`src/rtl/cpu_pkg.sv`:
```
// -----------------------------------------------------------------------------
// cpu_pkg
// Shared definitions for the MEM pipeline stage:
//   state_t      - MEM-stage FSM states (IDLE, ACCESS)
//   REG_NUM_W    - register-number width
//   WORD_W       - data word width
//   wb_fields_t  - MEM/WB pipeline register contents {wwreg, wm2reg, wrn, wr, wdo}
// -----------------------------------------------------------------------------
package cpu_pkg;

    localparam int REG_NUM_W = 5;
    localparam int WORD_W    = 32;

    typedef enum logic {
        IDLE   = 1'b0,
        ACCESS = 1'b1
    } state_t;

    typedef struct packed {
        logic                 wwreg;
        logic                 wm2reg;
        logic [REG_NUM_W-1:0] wrn;
        logic [WORD_W-1:0]    wr;
        logic [WORD_W-1:0]    wdo;
    } wb_fields_t;

endpackage

```
`src/rtl/mem_access_stage_if.sv`:
```
// -----------------------------------------------------------------------------
// mem_access_stage_if
// Data-memory req/ack bus between the MEM stage and data memory.
//   dmem_req   : request, held until ack          (master -> slave)
//   dmem_we    : 1 = store, 0 = load              (master -> slave)
//   dmem_addr  : word-aligned byte address        (master -> slave)
//   dmem_wdata : store data                       (master -> slave)
//   dmem_ack   : request complete, rdata valid    (slave  -> master)
//   dmem_rdata : load data                        (slave  -> master)
// -----------------------------------------------------------------------------
interface mem_access_stage_if #(
    parameter int ADDR_W = 32,
    parameter int DATA_W = 32
);
    logic              dmem_req;
    logic              dmem_we;
    logic [ADDR_W-1:0] dmem_addr;
    logic [DATA_W-1:0] dmem_wdata;
    logic              dmem_ack;
    logic [DATA_W-1:0] dmem_rdata;

    modport master (
        output dmem_req, dmem_we, dmem_addr, dmem_wdata,
        input  dmem_ack, dmem_rdata
    );

    modport slave (
        input  dmem_req, dmem_we, dmem_addr, dmem_wdata,
        output dmem_ack, dmem_rdata
    );
endinterface

```
`src/rtl/mem_wb_reg.sv`:
```
// -----------------------------------------------------------------------------
// mem_wb_reg
// MEM/WB pipeline register: loads i_fields when i_load is high, otherwise holds.
//   clock    : rising-edge clock
//   resetn   : asynchronous active-low clear
//   i_load   : load enable
//   i_fields : next write-back fields
//   o_fields : registered write-back fields
// -----------------------------------------------------------------------------
module mem_wb_reg
    import cpu_pkg::*;
(
    input  logic       clock,
    input  logic       resetn,
    input  logic       i_load,
    input  wb_fields_t i_fields,
    output wb_fields_t o_fields
);

    wb_fields_t r_fields;

    always_ff @(posedge clock or negedge resetn) begin
        if (!resetn) begin
            r_fields <= '0;
        end else if (i_load) begin
            r_fields <= i_fields;
        end
    end

    assign o_fields = r_fields;

endmodule

```
`src/rtl/mem_access_stage.sv`:
```
// -----------------------------------------------------------------------------
// mem_access_stage
// Pipeline MEM stage. ALU ops pass straight into the MEM/WB register in one
// cycle; loads/stores run a req/ack transaction to data memory while the
// stage stalls upstream (in_ready low), then update the MEM/WB register.
//
// Ports:
//   clock, resetn          : clock, asynchronous active-low reset
//   in_valid / in_ready    : EX/MEM handshake
//   mwreg, mm2reg, mwmem   : reg-write, load, store controls
//   mrn, malu, mb          : dest reg, ALU result / address, store data
//   dmem (master modport)  : data-memory req/ack bus
//   wvalid                 : one-cycle pulse, MEM/WB fields updated
//   wwreg, wm2reg, wrn,
//   wr, wdo                : MEM/WB fields
//   misalign               : misaligned-access pulse
//
// Optional feature macro: LSU_MISALIGN_CHECK_EN
//   defined   - memory ops with malu[1:0] != 0 complete at once without a
//               request, with wwreg=0 and a misalign pulse
//   undefined - low address bits ignored, misalign tied 0
// -----------------------------------------------------------------------------
module mem_access_stage
    import cpu_pkg::*;
#(
    parameter int ADDR_W = 32,
    parameter int DATA_W = 32
) (
    input  logic                 clock,
    input  logic                 resetn,
    input  logic                 in_valid,
    output logic                 in_ready,
    input  logic                 mwreg,
    input  logic                 mm2reg,
    input  logic                 mwmem,
    input  logic [REG_NUM_W-1:0] mrn,
    input  logic [DATA_W-1:0]    malu,
    input  logic [DATA_W-1:0]    mb,
    mem_access_stage_if.master   dmem,
    output logic                 wvalid,
    output logic                 wwreg,
    output logic                 wm2reg,
    output logic [REG_NUM_W-1:0] wrn,
    output logic [DATA_W-1:0]    wr,
    output logic [DATA_W-1:0]    wdo,
    output logic                 misalign
);

    state_t               r_state;
    state_t               w_state_next;

    // Memory op captured at issue; held stable for the whole ACCESS phase.
    logic                 r_we;
    logic                 r_load;
    logic                 r_wreg;
    logic [REG_NUM_W-1:0] r_rn;
    logic [DATA_W-1:0]    r_addr;
    logic [DATA_W-1:0]    r_wdata;
    logic                 r_wvalid;

    logic                 w_accept;
    logic                 w_memop;
    logic                 w_misal;
    logic                 w_issue;
    logic                 w_done;
    logic                 w_wb_load;
    wb_fields_t           w_wb_next;
    wb_fields_t           w_wb_q;

    assign w_accept = in_valid & in_ready;
    assign w_memop  = mm2reg | mwmem;

`ifdef LSU_MISALIGN_CHECK_EN
    assign w_misal = w_memop & (malu[1:0] != 2'b00);
`else
    assign w_misal = 1'b0;
`endif

    // A misaligned memory op is retired like an ALU op, so only aligned
    // memory ops start a memory transaction.
    assign w_issue   = w_accept & w_memop & ~w_misal;
    assign w_done    = (r_state == ACCESS) & dmem.dmem_ack;
    assign w_wb_load = (w_accept & ~w_issue) | w_done;

    // ---------------- FSM: state register ----------------
    always_ff @(posedge clock or negedge resetn) begin
        if (!resetn) begin
            r_state <= IDLE;
        end else begin
            r_state <= w_state_next;
        end
    end

    // ---------------- FSM: next-state logic ----------------
    always_comb begin
        w_state_next = r_state;
        case (r_state)
            IDLE:    if (w_issue) w_state_next = ACCESS;
            ACCESS:  if (dmem.dmem_ack) w_state_next = IDLE;
            default: w_state_next = IDLE;
        endcase
    end

    // ---------------- FSM: outputs (state register only) ----------------
    always_comb begin
        dmem.dmem_req = 1'b0;
        in_ready      = 1'b0;
        case (r_state)
            IDLE:    in_ready      = 1'b1;
            ACCESS:  dmem.dmem_req = 1'b1;
            default: in_ready      = 1'b0;
        endcase
    end

    assign dmem.dmem_we    = r_we;
    assign dmem.dmem_addr  = {r_addr[ADDR_W-1:2], 2'b00};
    assign dmem.dmem_wdata = r_wdata;

    // ---------------- capture of the memory op ----------------
    always_ff @(posedge clock or negedge resetn) begin
        if (!resetn) begin
            r_we    <= 1'b0;
            r_load  <= 1'b0;
            r_wreg  <= 1'b0;
            r_rn    <= '0;
            r_addr  <= '0;
            r_wdata <= '0;
        end else if (w_issue) begin
            r_we    <= mwmem;
            // Both load and store set: the store wins.
            r_load  <= mm2reg & ~mwmem;
            r_wreg  <= mwreg;
            r_rn    <= mrn;
            r_addr  <= malu;
            r_wdata <= mb;
        end
    end

    // ---------------- next MEM/WB fields ----------------
    always_comb begin
        w_wb_next = w_wb_q;
        if (r_state == ACCESS) begin
            w_wb_next.wwreg  = r_wreg;
            w_wb_next.wm2reg = r_load;
            w_wb_next.wrn    = r_rn;
            w_wb_next.wr     = r_addr;
            if (r_load) begin
                w_wb_next.wdo = dmem.dmem_rdata;
            end
        end else begin
            w_wb_next.wwreg  = mwreg & ~w_misal;
            w_wb_next.wm2reg = 1'b0;
            w_wb_next.wrn    = mrn;
            w_wb_next.wr     = malu;
        end
    end

    mem_wb_reg u_mem_wb_reg (
        .clock    (clock),
        .resetn   (resetn),
        .i_load   (w_wb_load),
        .i_fields (w_wb_next),
        .o_fields (w_wb_q)
    );

    always_ff @(posedge clock or negedge resetn) begin
        if (!resetn) begin
            r_wvalid <= 1'b0;
        end else begin
            r_wvalid <= w_wb_load;
        end
    end

`ifdef LSU_MISALIGN_CHECK_EN
    logic r_misalign;
    always_ff @(posedge clock or negedge resetn) begin
        if (!resetn) begin
            r_misalign <= 1'b0;
        end else begin
            r_misalign <= w_accept & w_misal;
        end
    end
    assign misalign = r_misalign;
`else
    assign misalign = 1'b0;
`endif

    assign wvalid = r_wvalid;
    assign wwreg  = w_wb_q.wwreg;
    assign wm2reg = w_wb_q.wm2reg;
    assign wrn    = w_wb_q.wrn;
    assign wr     = w_wb_q.wr;
    assign wdo    = w_wb_q.wdo;

endmodule

```
`src/flat_wrapper.sv`:
```
// flat-port wrapper written by rule: the top's interface ports become plain ports
module mem_access_stage_flat import cpu_pkg::*;
#(
    parameter int ADDR_W = 32,
    parameter int DATA_W = 32
)
  (clock, resetn, in_valid, in_ready, mwreg, mm2reg, mwmem, mrn, malu, mb, wvalid, wwreg, wm2reg, wrn, wr, wdo, misalign, dmem_dmem_req, dmem_dmem_we, dmem_dmem_addr, dmem_dmem_wdata, dmem_dmem_ack, dmem_dmem_rdata);
  mem_access_stage_if #(.ADDR_W(ADDR_W), .DATA_W(DATA_W)) dmem_i ();
  input  logic clock;
  input  logic resetn;
  input  logic in_valid;
  output logic in_ready;
  input  logic mwreg;
  input  logic mm2reg;
  input  logic mwmem;
  input  logic [REG_NUM_W-1:0] mrn;
  input  logic [DATA_W-1:0] malu;
  input  logic [DATA_W-1:0] mb;
  output logic wvalid;
  output logic wwreg;
  output logic wm2reg;
  output logic [REG_NUM_W-1:0] wrn;
  output logic [DATA_W-1:0] wr;
  output logic [DATA_W-1:0] wdo;
  output logic misalign;
  output wire logic [$bits(dmem_i.dmem_req)-1:0] dmem_dmem_req;
  output wire logic [$bits(dmem_i.dmem_we)-1:0] dmem_dmem_we;
  output wire logic [$bits(dmem_i.dmem_addr)-1:0] dmem_dmem_addr;
  output wire logic [$bits(dmem_i.dmem_wdata)-1:0] dmem_dmem_wdata;
  input wire logic [$bits(dmem_i.dmem_ack)-1:0] dmem_dmem_ack;
  input wire logic [$bits(dmem_i.dmem_rdata)-1:0] dmem_dmem_rdata;
  assign dmem_dmem_req = dmem_i.dmem_req;
  assign dmem_dmem_we = dmem_i.dmem_we;
  assign dmem_dmem_addr = dmem_i.dmem_addr;
  assign dmem_dmem_wdata = dmem_i.dmem_wdata;
  assign dmem_i.dmem_ack = dmem_dmem_ack;
  assign dmem_i.dmem_rdata = dmem_dmem_rdata;
  mem_access_stage #(.ADDR_W(ADDR_W), .DATA_W(DATA_W)) u_core (.clock(clock), .resetn(resetn), .in_valid(in_valid), .in_ready(in_ready), .mwreg(mwreg), .mm2reg(mm2reg), .mwmem(mwmem), .mrn(mrn), .malu(malu), .mb(mb), .dmem(dmem_i), .wvalid(wvalid), .wwreg(wwreg), .wm2reg(wm2reg), .wrn(wrn), .wr(wr), .wdo(wdo), .misalign(misalign));
endmodule
```
`config.mk`:
```
export PLATFORM = sky130hd
export DESIGN_NAME = mem_access_stage_flat
export DESIGN_NICKNAME = d
export VERILOG_FILES = /design/src/rtl/cpu_pkg.sv /design/src/rtl/mem_access_stage_if.sv /design/src/rtl/mem_wb_reg.sv /design/src/rtl/mem_access_stage.sv /design/src/flat_wrapper.sv
export SDC_FILE = /design/constraint.sdc
export NUM_CORES = 1
export LEC_CHECK = 0
export CORE_ASPECT_RATIO = 1.1
export CORE_UTILIZATION = 35
export CTS_BUF_LIST = sky130_fd_sc_hd__clkbuf_2 sky130_fd_sc_hd__clkbuf_4 sky130_fd_sc_hd__clkbuf_8
export DETAILED_ROUTE_END_ITERATION = 10
export GPL_ROUTABILITY_DRIVEN = 0
export PLACE_DENSITY = 0.66
export SLEW_MARGIN = 20
export SYNTH_ARGS = -nofsm -noshare
export SYNTH_HDL_FRONTEND = slang
export SYNTH_SLANG_ARGS = --single-unit
```
`constraint.sdc`:
```
create_clock -name clock -period 2.15 [get_ports clock]
set_clock_uncertainty 0.2 [all_clocks]
set_input_delay 0.215 -clock clock [delete_from_list [all_inputs] [get_ports clock]]
set_output_delay 0.215 -clock clock [all_outputs]
set_load 0.05 [all_outputs]
```
# After elaboration in Yosys (flattened, before gate mapping)
# Cells that the tools add are included.
[word_totals] regBits=145 elab_cells=30
[classes] mux=6 bitwise_logic=10 reduce_logical=1
[ops] cell="two-way mux 39 bit" count=1
[ops] cell="bitwise AND 1 bit" count=5
[ops] cell="two-way mux 1 bit" count=4
[ops] cell="inverter 1 bit" count=3
[ops] cell="AND reduction 3 bit" count=1
[ops] cell="bitwise OR 1 bit" count=2
[ops] cell="case mux 1 bit (2 select lines)" count=1

# Longest topological paths before layout
# Gate-level depths: netlist (run 1).
[depth] depth_word=7 ltp_mapped=6 ltp_nobuf=3

# Hierarchy
# From an unflattened synthesis (run 1), not the netlist that was laid out.
[unflattened] hier_cells=426 hier_area_um2=7213.2
[modules_own_cells] mod="mem_access_stage" instances=1 cells_each=276 area_per_inst_um2=4222.8 seq_area_each_um2=1851.8
[modules_own_cells] mod="mem_wb_reg" instances=1 cells_each=150 area_per_inst_um2=2990.4 seq_area_each_um2=1776.7

# Least setup slack after synthesis (run 1)
# No wires, ideal clock.
[synth_timing] path_type="register to register" from="register u_core.r_state" to="register u_core.r_wdata[0] (netlist: u_core.dmem.dmem_wdata[0])" setup_ps=125 arrival_time_ps=1669 required_time_ps=1825 slack_ps=156 path_stages_with_launch=7 synth_period_minus_slack_ps=1994 cell_sequence="dfrtp_1 buf_4 nor2b_4 and2b_4 buf_12 buf_12 mux2_4"
[synth_via] elab_chain_cells=3
[synth_rtl] element="from (decl)" line="mem_access_stage.sv:49" rtl="state_t r_state;"
[synth_rtl] element="from (signal assigned)" line="mem_access_stage.sv:90" rtl="r_state <= w_state_next;"
[synth_rtl] element="two-way mux 1 bit" line="mem_access_stage.sv:108" rtl="case (r_state)"
[synth_rtl] element="bitwise AND 1 bit" line="mem_access_stage.sv:70" rtl="assign w_accept = in_valid & in_ready;"
[synth_rtl] element="bitwise AND 1 bit" line="mem_access_stage.sv:81" rtl="assign w_issue = w_accept & w_memop & ~w_misal;"
[synth_rtl] element="to (signal assigned)" line="mem_access_stage.sv:135" rtl="r_wdata <= mb;"
[synth_rtl] element="to (decl)" line="mem_access_stage.sv:58" rtl="logic [DATA_W-1:0] r_wdata;"
# Every way passes these cells.
# A chain may end at the register's enable or synchronous reset.

# Worst setup path after layout (run 1)
[layout_timing] from="register u_core.r_addr[17]" to="output port dmem_dmem_addr[17]"
[layout_lines] element="from (decl)" line="mem_access_stage.sv:57" rtl="logic [DATA_W-1:0] r_addr;"
[layout_lines] element="from (signal assigned)" line="mem_access_stage.sv:134" rtl="r_addr <= malu;"
[layout_lines] element="to (decl)" line="flat_wrapper.sv:28" rtl="output wire logic [$bits(dmem_i.dmem_addr)-1:0] dmem_dmem_addr;"
# No word-level cell between the ends.

==> results of run 1 <==
power by group:
part           switching, mW  internal [mW]
registers              0.538           3.66
logic                   4.21           2.74
clock network           1.06           1.05
total                   5.81           7.45
final cells by class:
| cell class | count | area, um^2 | area share, % |
|---|---|---|---|
| clock buffer | 18 | 247.7 | 2.662 |
| timing repair buffer | 259 | 2619 | 28.14 |
| sequential | 145 | 3630 | 39.01 |
| clock inverter | 14 | 138.9 | 1.493 |
| inverter | 2 | 7.507 | 0.08068 |
| tap | 238 | 297.8 | 3.200 |
| multi-input combinational | 192 | 2365 | 25.41 |
how the worst max path moves through the flow:
| stage | endpoint | slack, ns | from |
|---|---|---|---|
| floorplan | u_core.dmem.dmem_wdata[0]$_DFFE_PN0P_ | 0.16 | u_core.r_state$_DFF_PN0_ |
| global route | dmem_dmem_addr[17] | 0.0008 | u_core.r_addr[17]$_DFFE_PN0P_ |
| finish | dmem_dmem_addr[17] | 0.08 | u_core.r_addr[17]$_DFFE_PN0P_ |
| CTS | dmem_dmem_addr[19] | 0.03 | u_core.r_addr[19]$_DFFE_PN0P_ |
| detailed placement | u_core.r_wreg$_DFFE_PN0P_ | 0.1 | mwmem |
| global placement | u_core.r_wreg$_DFFE_PN0P_ | 0.10 | mwmem |
placed cells by master (no fill, tap or decap), drive strengths merged, types with 2 or more instances in the layout:
master         synthesis  final
inv                    2      3
dfrtp                145    145
buf                   53     17
conb                   1      3
a21oi                  2      2
clkinv                 0      5
clkbuf                 0     18
mux2                 178    178
clkdlybuf4s50          0    240
a22o                   2      2
bufinv                 0      2
clkinvlp               0      6
layer usage:
metal | GRT usage [%] | vias up
met5 | 0 | -
met4 | 5.998 | 0
met3 | 5.712 | 15
met2 | 26.90 | 152
met1 | 18.05 | 2013
li1 | - | 1783
logic make-up (layout without fill, tap and decap cells):
logic type / Yosys count / in the layout / synth area share [%]
multiplexers: 178 / 178 / 34.87
flip-flops: 145 / 145 / 55.90
buffers and inverters: 55 / 293 / 7.787
AO/OA/AOI/OAI: 6 / 6 / 0.6361
AND/OR/NAND/NOR: 5 / 5 / 0.7516
other: 1 / 3 / 0.05777
sequential cells by signal, indices dropped and copies added (netlist names):
signal                        cells
u_core.r_state                    1
u_core.u_mem_wb_reg.o_fields     71
u_core.dmem.dmem_wdata           32
u_core.r_addr                    32
u_core.r_wreg                     1
u_core.dmem.dmem_we               1
u_core.r_rn                       5
u_core.r_load                     1
u_core.wvalid                     1
stage by stage:
stage / power [mW] / instances / cell area, um^2
5_1_grt: 13.82 / 868 / 9305
2_1_floorplan: 9.026 / 392 / 6499
3_3_place_gp: 11.16 / 835 / 8906
4_1_cts: 13.43 / 868 / 9303
3_5_place_dp: 11.25 / 835 / 8906
6_report: 13.26 / 868 / 9305
what timing repair did:
action | CTS | global route
setup endpoints to repair | 0 | 1
hold buffers | 1 | 0
endpoints found under the hold margin | 145 | 0
resized for setup | 0 | 1
setup buffers | 0 | 0
==> flow_summary.toml, run 1 <==
[clock_network]
numCtsBuffers = 17
clock_latency_ns = 0.43
path_clk_slew_ns = 0.08
clock-root-buffer = "clkbuf_8"
ctsLongestPathBuffers = 2
h-tree-depth = 4
tritoncts = "yes"
cts.sinks = 145

[setup_path]
cp.arrival_ns = 1.65
cpPeakStageDelay_ns = 0.82
path_delay_family = "buffers and inverters"
crit_fanout = 3
path_depth = 1
worstPathRequired_ns = 1.74
path_class = "reg2out"
critical_path.startpoint_type = "flop"
rr_worst_depth = 3
rr_endpoint = "u_core.u_mem_wb_reg.o_fields[31]$_DFFE_PN0P_"
cp_cell_sequence = "clkdlybuf4s50_1"
crit_buf_inv = 1
slowest_stage = "clkdlybuf4s50_1"
r2r-start = "u_core.r_state$_DFF_PN0_"
crit_path_end_kind = "primary output"
r2r_slack_ns = 0.34

[sta]
hold_viol = 0
fin_crit_sh_pct = 96.09
slew_viol_final = 0
setup_viol = 0
slew_headroom_pct = 63.46
whs_ns = 0.07947
fmax_ghz = 0.4840
worst_slack_ns = 0.08401
tightest_slew_ns = 0.5463
tns_ns = 0
fin_crit_ns = 2.066
grt_setup_unrepaired = "false"

[finish]
fillers = 1506
final_util_pct = 51.89
diodes = 0
drive_above_1_share_pct = 36.83
fin_nets = 725
area_growth_pct = 43.35

[synthesis]
synth_commonest_cells = "145 x dfrtp_1, 109 x mux2_2, 69 x mux2_4"
yosysSeqAreaShare_pct = 55.90
ys.flop_type = "dfrtp_1"
yosysTopAreaCellShare_pct = 55.90
syn_avg_cell_area_um2 = 16.64
yosysTopAreaCell = "dfrtp_1"
ys_types = 19
synth_seq_cells = 145
async_reset_ff_share_pct = 100.0
ys_warn_count = 0
synth_edf_count = 0
yosysMostFrequentCell = "dfrtp_1"
postSynthCellCount = 390
synthesis.area_mm2 = 0.006491
synthTopCellsByArea = "dfrtp_1 56%, mux2_2 19%, mux2_4 16%"

[die]
die_w_um = 131.8
io_pins = 248
dieArea_mm2 = 0.01910
row_count = 51
start_util_pct = 36.20
die_y_um = 144.8
core_mm2 = 0.01793

[global_route]
antenna_found_initial = 0
grt_pass1_vias = 4364
grt.overflow.total = 0
grtUsageTotal_pct = 15.72
grt_max_degree = 54
grt_pass1_wl_um = 23180

[place]
hpwl_um = 10380
place_ws_ns = 0.09596
portBuffers = 244

[power]
p_leak_nw = 3.945
power_density_mw_per_mm2 = 1425
vdd_drop_max_uv = 981.2

[route]
num_vias = 3963
drt_iter0_drc = 127
drtPass1Iterations = 4
wl_met3_um = 987
wl_met2_um = 7501
wirelength_um = 14590
drcViolationCount = 0
met1_length_um = 5862
avgRoutedWirePerCell_um = 16.81
highest_layer = "met4"
via_per_inst = 4.566
ant_nets = 0

[hold_path]
hold_path.class = "in2async"

[run_status]
status = "finished, final reports clean"

[run]
maxCapViolCount = 0
Note: power is estimated with default switching activity, not from simulation.
==> run 2, diff against run 1 <==
--- a/config.mk
+++ b/config.mk
@@ -6,6 +6,7 @@
 export NUM_CORES = 1
 export LEC_CHECK = 0
 export CORE_ASPECT_RATIO = 1.1
+export CORE_MARGIN = 4
 export CORE_UTILIZATION = 35
 export CTS_BUF_LIST = sky130_fd_sc_hd__clkbuf_2 sky130_fd_sc_hd__clkbuf_4 sky130_fd_sc_hd__clkbuf_8
 export DETAILED_ROUTE_END_ITERATION = 10
==> run 2 against run 1 <==
Compared with the run above: power increased by 0.85%; flip-flop and latch count unchanged; register-to-register slack about the same; utilization increased by 0.43 points; largest cell class unchanged.
==> flow_summary.toml, run 2 (synthesis gave the netlist of run 1 again) <==
[run_status]
status = "finished, final reports clean"

[route]
wl_met3_um = 1312
highest_layer = "met4"
avgRoutedWirePerCell_um = 17.80
wl_met2_um = 7675
num_vias = 3912
met1_length_um = 6220
ant_nets = 0
drtPass1Iterations = 4
drt_iter0_drc = 137
drcViolationCount = 0
wirelength_um = 15430
via_per_inst = 4.512

[global_route]
antenna_found_initial = 0
grt_pass1_wl_um = 24170
grtUsageTotal_pct = 15.02
grt.overflow.total = 0
grt_pass1_vias = 4448
grt_max_degree = 54

[setup_path]
critical_path.startpoint_type = "flop"
path_delay_family = "buffers and inverters"
cp.arrival_ns = 1.64
crit_fanout = 3
cp_cell_sequence = "clkdlybuf4s50_1"
cpPeakStageDelay_ns = 0.83
crit_path_end_kind = "primary output"
slowest_stage = "clkdlybuf4s50_1"
path_class = "reg2out"
crit_buf_inv = 1
worstPathRequired_ns = 1.74

[clock_network]
post-cts-setup-buffers = 0
tritoncts = "yes"
path_clk_slew_ns = 0.09
cts.sinks = 145
numCtsBuffers = 17
h-tree-depth = 4
clock-root-buffer = "clkbuf_8"
clock_latency_ns = 0.43
ctsLongestPathBuffers = 2

[finish]
diodes = 0
drive_above_1_share_pct = 36.88
largest_register_ff_count = 71
fillers = 1485
finalInstanceArea_mm2 = 0.009383
mostFrequentLayoutCell = "clkdlybuf4s50_1"
area_growth_pct = 44.55
mostFrequentLayoutCells = "231 x clkdlybuf4s50_1, 144 x dfrtp_1, 109 x mux2_2"
fin_nets = 724

[place]
place_ws_ns = 0.07175
hpwl_um = 11380
portBuffers = 244
place_area_mm2 = 0.008959

[power]
vdd_drop_max_uv = 750.4
p_leak_nw = 4.044
power_density_mw_per_mm2 = 1425

[sta]
tns_ns = 0
slew_viol_final = 0
tightest_slew_ns = 0.5565
fin_crit_ns = 2.059
worst_slack_ns = 0.09115
slew_headroom_pct = 62.84
grt_setup_unrepaired = "false"
hold_viol = 0
fmax_ghz = 0.4857
whs_ns = 0.07294
fin_crit_sh_pct = 95.76
setup_viol = 0

[die]
row_count = 51
core_mm2 = 0.01793
die_w_um = 137.8
io_pins = 248
die_y_um = 150.8
dieArea_mm2 = 0.02079
start_util_pct = 36.20

[run]
maxCapViolCount = 0

[hold_path]
hold_path.class = "in2async"
[run 2: cell types whose count changed in the layout (fill, tap and decap cells not counted), sizes merged]
cell,previous run,this run
clkinvlp,6,4
clkdlybuf4s50,240,231
clkbuf,18,17
dlymetal6s2s,1,9
clkinv,5,4
inv,3,7
[run 2: power by group]
group | total [mW] | switching [mW] | internal [mW]
Sequential | 4.20 | 0.545 | 3.66
Clock | 2.16 | 1.12 | 1.04
Combinational | 7.01 | 4.25 | 2.76
[run 2: worst paths after layout]
check | start | endpoint | slack (ns) | cells after the start
setup / recovery | u_core.r_addr[11]$_DFFE_PN0P_ | dmem_dmem_addr[11] | 0.09 | 1
hold / removal | resetn | u_core.u_mem_wb_reg.o_fields[63]$_DFFE_PN0P_ | 0.07 | 2
setup reg to reg | u_core.r_state$_DFF_PN0_ | u_core.u_mem_wb_reg.o_fields[14]$_DFFE_PN0P_ | 0.34 | 3
hold reg to reg | u_core.u_mem_wb_reg.o_fields[18]$_DFFE_PN0P_ | u_core.u_mem_wb_reg.o_fields[18]$_DFFE_PN0P_ | 0.31 | 1
max in group asynchronous | resetn | u_core.dmem.dmem_wdata[2]$_DFFE_PN0P_ | 1.03 | 3
min in group clock | dmem_dmem_rdata[25] | u_core.u_mem_wb_reg.o_fields[25]$_DFFE_PN0P_ | 0.19 | 2
[run 2: final cells by class]
| cell class | count | area [um^2] | area share [%] |
|---|---|---|---|
| well taps | 238 | 297.8 | 3.174 |
| repair buffers | 258 | 2691 | 28.68 |
| multi-input cells | 192 | 2365 | 25.20 |
| clock buffers | 17 | 234.0 | 2.494 |
| inverters | 2 | 7.507 | 0.08001 |
| flip-flops and latches | 145 | 3630 | 38.69 |
| clock inverters | 15 | 157.7 | 1.680 |
[run 2: per-layer routing]
| layer | track usage [%] | vias up |
|---|---|---|
| li1 | - | 1785 |
| met1 | 18.01 | 1957 |
| met2 | 24.63 | 154 |
| met3 | 6.379 | 16 |
| met4 | 4.496 | 0 |
| met5 | 0 | - |
[run 2: repair_timing]
| action | 4_1_cts | 5_1_grt |
|---|---|---|
| hold buffers | 1 | 0 |
| endpoints found under the hold margin | 145 | 0 |
| gates resized for setup | 0 | 9 |
| endpoints found under the setup margin | 0 | 9 |
[run 2: per-stage QoR]
stage	util [%]	power [mW]	std cells
final	52.33	13.37	867
after global routing	52.33	13.99	867
after CTS	52.20	13.56	867
after detailed placement	49.96	11.33	834
after global placement	49.96	11.23	834
after floorplan	-	9.026	392
==> run 3, diff against run 2 <==
--- a/config.mk
+++ b/config.mk
@@ -6,7 +6,6 @@
 export NUM_CORES = 1
 export LEC_CHECK = 0
 export CORE_ASPECT_RATIO = 1.1
-export CORE_MARGIN = 4
 export CORE_UTILIZATION = 35
 export CTS_BUF_LIST = sky130_fd_sc_hd__clkbuf_2 sky130_fd_sc_hd__clkbuf_4 sky130_fd_sc_hd__clkbuf_8
 export DETAILED_ROUTE_END_ITERATION = 10
==> results of run 3 <==
Final layout, timing and power as in run 1 (identical DEF).
